$ cat src/rtl/wb_regfile_fwd.sv
// Write-back stage of the MEM/WB interface: selects the write-back value,
// commits it to a 32-entry register file, serves two ID read ports with
// same-cycle write-through bypass, produces EX-stage forwarding selects and
// counts retired register writes.
module wb_regfile_fwd #(
  parameter int unsigned DATA_W   = 32,
  parameter int unsigned ADDR_W   = 5,
  parameter int unsigned NUM_REGS = 32
) (
  input  logic              clk,
  input  logic              rst,
  // MEM/WB bundle
  input  logic [DATA_W-1:0] wb_mem_data,
  input  logic [DATA_W-1:0] wb_alu_res,
  input  logic [ADDR_W-1:0] wb_dst,
  input  logic              wb_mem2reg,
  input  logic              wb_regwr,
  // ID read ports
  input  logic [ADDR_W-1:0] rd_addr_a,
  input  logic [ADDR_W-1:0] rd_addr_b,
  output logic [DATA_W-1:0] rd_data_a,
  output logic [DATA_W-1:0] rd_data_b,
  // EX forwarding
  input  logic [ADDR_W-1:0] ex_rs,
  input  logic [ADDR_W-1:0] ex_rt,
  input  logic [ADDR_W-1:0] mem_dst,
  input  logic              mem_regwr,
  output logic [1:0]        fwd_a,
  output logic [1:0]        fwd_b,
  // Write-back value and retired-write counter
  output logic [DATA_W-1:0] wb_value,
  output logic [31:0]       wb_count
);

  localparam int unsigned CNT_W = 32;

  localparam logic [1:0] FWD_RF  = 2'b00;
  localparam logic [1:0] FWD_WB  = 2'b01;
  localparam logic [1:0] FWD_MEM = 2'b10;

  logic [DATA_W-1:0] regs_q [NUM_REGS];
  logic [CNT_W-1:0]  wb_count_q;
  logic [CNT_W-1:0]  wb_count_d;
  logic              commit_c;
  logic              mem_fwd_ok_c;

  // Write-back mux: memory load result or ALU result
  assign wb_value = wb_mem2reg ? wb_mem_data : wb_alu_res;

  // A write retires only when enabled and not targeting the hard-wired r0
  assign commit_c     = wb_regwr && (wb_dst != '0);
  assign mem_fwd_ok_c = mem_regwr && (mem_dst != '0);

  // Counter next value; natural 32-bit wrap
  always_comb begin
    wb_count_d = wb_count_q + CNT_W'(1);
  end

  // Register file and counter; async reset also drops any same-edge commit
  always_ff @(posedge clk or posedge rst) begin
    if (rst) begin
      for (int unsigned i = 0; i < NUM_REGS; i++) begin
        regs_q[i] <= '0;
      end
      wb_count_q <= '0;
    end else if (commit_c) begin
      regs_q[wb_dst] <= wb_value;
      wb_count_q     <= wb_count_d;
    end
  end

  assign wb_count = wb_count_q;

  // Read with write-through: an in-flight commit is visible before the edge
  function automatic logic [DATA_W-1:0] read_port(input logic [ADDR_W-1:0] addr);
    logic [DATA_W-1:0] val;
    val = '0;
    if (addr != '0) begin
      if (commit_c && (addr == wb_dst)) begin
        val = wb_value;
      end else begin
        val = regs_q[addr];
      end
    end
    return val;
  endfunction

  // Forwarding select: newer EX/MEM producer beats older MEM/WB producer
  function automatic logic [1:0] fwd_sel(input logic [ADDR_W-1:0] src);
    logic [1:0] sel;
    sel = FWD_RF;
    if (mem_fwd_ok_c && (mem_dst == src)) begin
      sel = FWD_MEM;
    end else if (commit_c && (wb_dst == src)) begin
      sel = FWD_WB;
    end
    return sel;
  endfunction

  // ID read ports, forced to zero while reset is held
  always_comb begin
    rd_data_a = '0;
    rd_data_b = '0;
    if (!rst) begin
      rd_data_a = read_port(rd_addr_a);
      rd_data_b = read_port(rd_addr_b);
    end
  end

  // EX operand selects, forced to the regfile path while reset is held
  always_comb begin
    fwd_a = FWD_RF;
    fwd_b = FWD_RF;
    if (!rst) begin
      fwd_a = fwd_sel(ex_rs);
      fwd_b = fwd_sel(ex_rt);
    end
  end

endmodule
$ cat config.mk
export PLATFORM = sky130hd
export DESIGN_NAME = wb_regfile_fwd
export DESIGN_NICKNAME = d
export VERILOG_FILES = /design/src/rtl/wb_regfile_fwd.sv
export SDC_FILE = /design/constraint.sdc
export NUM_CORES = 2
export LEC_CHECK = 0
export ABC_AREA = 1
export CORE_ASPECT_RATIO = 1.25
export CORE_UTILIZATION = 45
export DETAILED_ROUTE_END_ITERATION = 10
export GPL_TIMING_DRIVEN = 0
export PLACE_DENSITY = 0.58
export RECOVER_POWER = 50
export SYNTH_ARGS = -nofsm -noshare
export SYNTH_HDL_FRONTEND = slang
export SYNTH_SLANG_ARGS = --single-unit
$ cat constraint.sdc
create_clock -name clk -period 58.1 [get_ports clk]
set_clock_uncertainty 0.1 [all_clocks]
set_input_delay 11.62 -clock clk [delete_from_list [all_inputs] [get_ports clk]]
set_output_delay 11.62 -clock clk [all_outputs]
set_load 0.01 [all_outputs]
==> impl_metrics.ini, run 1 <==
[yosys]
yosysSeqAreaShare_pct = 41.8
yosysTopAreaCell = dfrtp_1
ys_warn_count = 0
avgSynthCellArea_um2 = 6.61
synth_top_area_share_pct = 41.8
syn-cell-area_mm2 = 0.0633
ys_top_cells_by_area = dfrtp_1, nand2_1, nand3_1
ys_seq_elements = 1056
synth_cells = 9573
synth_cell_types = 36
syn_nets = 9673

[global_route]
grt_pass1_vias = 85000
grt_overflow = 2662
grtUsageTotal_pct = 81.6
grt_max_degree = 124
grt_pass1_wl_um = 818000

[cts]
cts_inserted_buffers = 114
cts_root_buf = clkbuf_16
ctsResizeCount = 0
cts_max_level = 3
cts_setup_buffers = 0
clock_sinks = 1056
postCtsHoldBufs = 0
clock_path_buffers = 3

[status]
error = [ERROR GRT-0116] Global routing finished with congestion. Check the congestion regions in the DRC Viewer.
outcome = stopped before the end
stop_stage = 5_1_grt

[floorplan]
die_x_um = 337
die_h_um = 421
row_count = 153
pin_count = 231
start_util_pct = 45.4

[place]
detailed_place_hpwl_um = 373000
port-buffer-count = 219
gp_congestion = 1.39
post-place-ws_ns = 30.05
-- cells in the mapped netlist (all sizes together) --
| master | n |
|---|---|
| xor2 | 32 |
| a211oi | 2 |
| o211ai | 91 |
| nor3 | 40 |
| buf | 306 |
| clkbuf | 480 |
| a21oi | 55 |
| ha | 1 |
| nor4 | 5 |
| nand4 | 9 |
| or3 | 1 |
| o21ai | 1074 |
| inv | 1120 |
| nand2 | 3494 |
| xnor2 | 20 |
| nor3b | 1 |
| clkinv | 3 |
| nand3b | 1 |
| dfrtp | 1056 |
| or2 | 9 |
| nor2 | 81 |
| o21bai | 39 |
| and3 | 1 |
| o22ai | 1 |
| nand3 | 1651 |
-- logic make-up after synthesis --
family	count (synthesis)	share of synthesized area, %
buffers and inverters	1909	11.8
DFF	1056	41.8
AOI/OAI and AO/OA	1262	10.5
and+or+nand+nor	5293	35.2
xor gates and xnor gates	52	0.720
adders and majority gates	1	0.0198
-- layer usage --
metal	GRT overflow	track usage, %
met5	3	41.3
met4	870	75.4
met3	71	68.7
met2	1654	94.1
met1	64	85.1
-- per-stage QoR --
stage               area, µm²  std cells  hold slack [ns]
floorplan               63300       9573            0.329
global placement        67800      11700            0.341
detailed placement      68400      11700            0.347
CTS                     72700      11900            0.362
==> run 2, diff against run 1 <==
--- a/config.mk
+++ b/config.mk
@@ -6,11 +6,10 @@
 export NUM_CORES = 2
 export LEC_CHECK = 0
 export ABC_AREA = 1
-export CORE_ASPECT_RATIO = 1.25
-export CORE_UTILIZATION = 45
+export CORE_UTILIZATION = 30
 export DETAILED_ROUTE_END_ITERATION = 10
 export GPL_TIMING_DRIVEN = 0
-export PLACE_DENSITY = 0.58
+export PLACE_DENSITY_LB_ADDON = 0.15
 export RECOVER_POWER = 50
 export SYNTH_ARGS = -nofsm -noshare
 export SYNTH_HDL_FRONTEND = slang
==> run 2 against run 1 <==
Against the previous run:
- the flow now finishes, with violations (capacitance limit, slew limit)
- area after synthesis stayed put
- synthesized cell count stayed put
==> impl_metrics.ini, run 2 <==
[status]
outcome = finished, violations left
violations = capacitance limit, slew limit

[global_route]
grt_pass1_wl_um = 684000
grt.busiest_layer = met2
grtUsageTotal_pct = 49.2
gr-usage-met3_pct = 18.6
grt_pass1_vias = 69800
grt_max_degree = 111
antenna_found_initial = 87
grtUsageMet1_pct = 59.8
use_met2_pct = 68.5
grt_overflow = 0

[cells_and_area]
final_common_cell = nand2_1
drive_gt1_share_pct = 6.49
regMostFlops = regs_q
largest_register_ffs = 1024
nets = 10100
final_cell_mix = nand2_1, nand3_1, inv_1, dfrtp_1, o21ai_0
area_growth_pct = 17.8
fin_cells = 12900

[yosys]
ys_seq_elements = 1056
yosysMostFrequentCell = nand2_1
ys.flop_type = dfrtp_1
synth_top_area_share_pct = 41.8
synth_edf_count = 0
ys_warn_count = 0
yosysTopAreaCell = dfrtp_1
ys_top_cells_by_area = dfrtp_1, nand2_1, nand3_1
avgSynthCellArea_um2 = 6.61
syn_nets = 9673
yosys-top-cells-count = nand2_1, nand3_1, inv_1
yosysSeqAreaShare_pct = 41.8
synth_cell_types = 36
syn-cell-area_mm2 = 0.0633
synth_cells = 9573
ys_async_sr_fraction_pct = 100

[cts]
cts_max_level = 4
cts_root_buf = clkbuf_16
clock_path_buffers = 3
clk_pin_slew_ns = 0.06
cts_inserted_buffers = 143
ctsResizeCount = 0
cts_tree = done
cts_setup_buffers = 0
postCtsHoldBufs = 0
clock_sinks = 1056
worstSkewPairLatency_ns = 0.85

[critical_path]
r2r_slack_ns = 55.97
required_ns = 46.38
r2r-start = wb_count[7]$_DFFE_PP0P_
crit_family = buffers and inverters
max_stage_delay_ns = 4.62
critPathCaptureType = output port
critPathKind = input port to output port
crit_fanout = 101
cpMaxStageDelayCell = clkbuf_1
path_cells = dlygate4sd3_1, clkinvlp_2, clkbuf_1, clkbuf_1, clkbuf_1, nand2_1, clkbuf_1, clkbuf_1, o21bai_1, a21oi_1, clkdlybuf4s50_1
arrival_ns = 28.97
start_kind = input port
cp_num_buf_inv = 8
reg2reg_depth = 7
r2r_end = wb_count[27]$_DFFE_PP0P_
crit_path_frequent_cell = clkbuf_1

[floorplan]
die_x_um = 461
die_area_mm2 = 0.213
pin_count = 231
start_util_pct = 30.2
die_h_um = 461
coreArea_mm2 = 0.210
row_count = 168

[timing]
min_period_over_period_pct = 70.0
relSlewSlack_pct = -331
rsz0062_at_grt = false
setup_ws_ns = 17.41
maxSlewViolCount = 1664
finalSetupViolCount = 0
timing.fmax_ghz = 0.0246
tightest_slew_ns = 6.47
hold_viol_final = 0
fin_crit_ns = 40.69

[job]
max_cap_violations = 70

[routing]
post-route-drc-count = 0
wl_um = 534000
routedWlPerCell_um = 41.3
ant_nets = 0
num_vias = 77900
drtIter0Drc = 14000
first_pass_iters = 9
vias_per_cell = 6.03

[worst_hold_path]
hp-start = regs_q[1018]$_DFFE_PP0P_
hold_end = regs_q[1018]$_DFFE_PP0P_
hold_class = flop to flop
hold_path_depth = 1

[place]
placed_cells = 12600
post-place-ws_ns = 29.32
gp_congestion = 1.08
detailed_place_hpwl_um = 391000
port-buffer-count = 219

[pwr]
total_leakage_power_nw = 36.8
total_power_mw = 2.74
power.density_mw_per_mm2 = 36.8
peakVddDrop_mv = 0.0348
[run 2: per-layer routing]
metal | share of wire, % | wire [µm] | vias to the layer above
met5 | 0.035 | 185 | -
met4 | 9.9 | 52800 | 28
met3 | 13 | 69800 | 1918
met2 | 40 | 212000 | 6584
met1 | 37 | 199000 | 38300
li1 | - | - | 31100
[run 2: worst max path at each step]
stage,start,endpoint,slack [ns],cells after the start
floorplan,rst,fwd_b[0],10.35,5
global placement,rst,rd_data_a[27],-13.45,7
detailed placement,rst,rd_data_b[28],29.32,11
CTS,rst,rd_data_b[28],29.30,11
global route,rst,rd_data_b[28],15.62,11
finish,rst,rd_data_b[28],17.41,11
[run 2: kinds of logic (layout without fill, tap and decap cells)]
kind of cell,after synthesis,count (layout),synth area share [%]
other cells,0,40,0
compound gates,1262,1262,10.5
simple gates,5293,5293,35.2
xor+xnor,52,52,0.720
buf+inv,1909,2421,11.8
flops,1056,1056,41.8
fa+ha+maj,1,1,0.0198
[run 2: area by class of cell]
type | count | area, µm²
Fill cell | 23100 | 135000
Tap cell | 2805 | 3510
Buffer | 786 | 3410
Clock buffer | 201 | 4250
Inverter | 1123 | 4220
Multi-Input combinational cell | 6608 | 29300
Antenna cell | 40 | 100
Timing Repair Buffer | 254 | 2600
Sequential cell | 1056 | 26400
Clock inverter | 57 | 736
[run 2: worst reg2reg max path: cells and delay by family (launching register included)]
kind / cells / cell delay (ns)
and+or+nand+nor: 4 / 1.12
xor gates and xnor gates: 1 / 0.15
DFF: 1 / 0.43
buffers and inverters: 2 / 0.21
[run 2: power breakdown]
group	leakage, nW	switching (mW)	total [mW]	internal, mW
clock network	2.46	0.404	0.973	0.569
registers	13.0	0.0778	0.970	0.892
logic	21.3	0.599	0.797	0.198
total	36.8	1.08	2.74	1.66
[run 2: through the flow]
step | setup TNS [ns] | instance area [µm²] | hold WS, ns | utilization [%]
final | 0 | 74600 | 0.366 | 35.6
after global routing | 0 | 74500 | 0.377 | 35.5
after CTS | 0 | 74700 | 0.361 | 35.7
after detailed placement | 0 | 69700 | 0.347 | 33.3
after global placement | -667.63 | 69000 | 0.342 | 32.9
after floorplan | 0 | 63300 | 0.329 | -
Power figures use the tool's default switching activity.
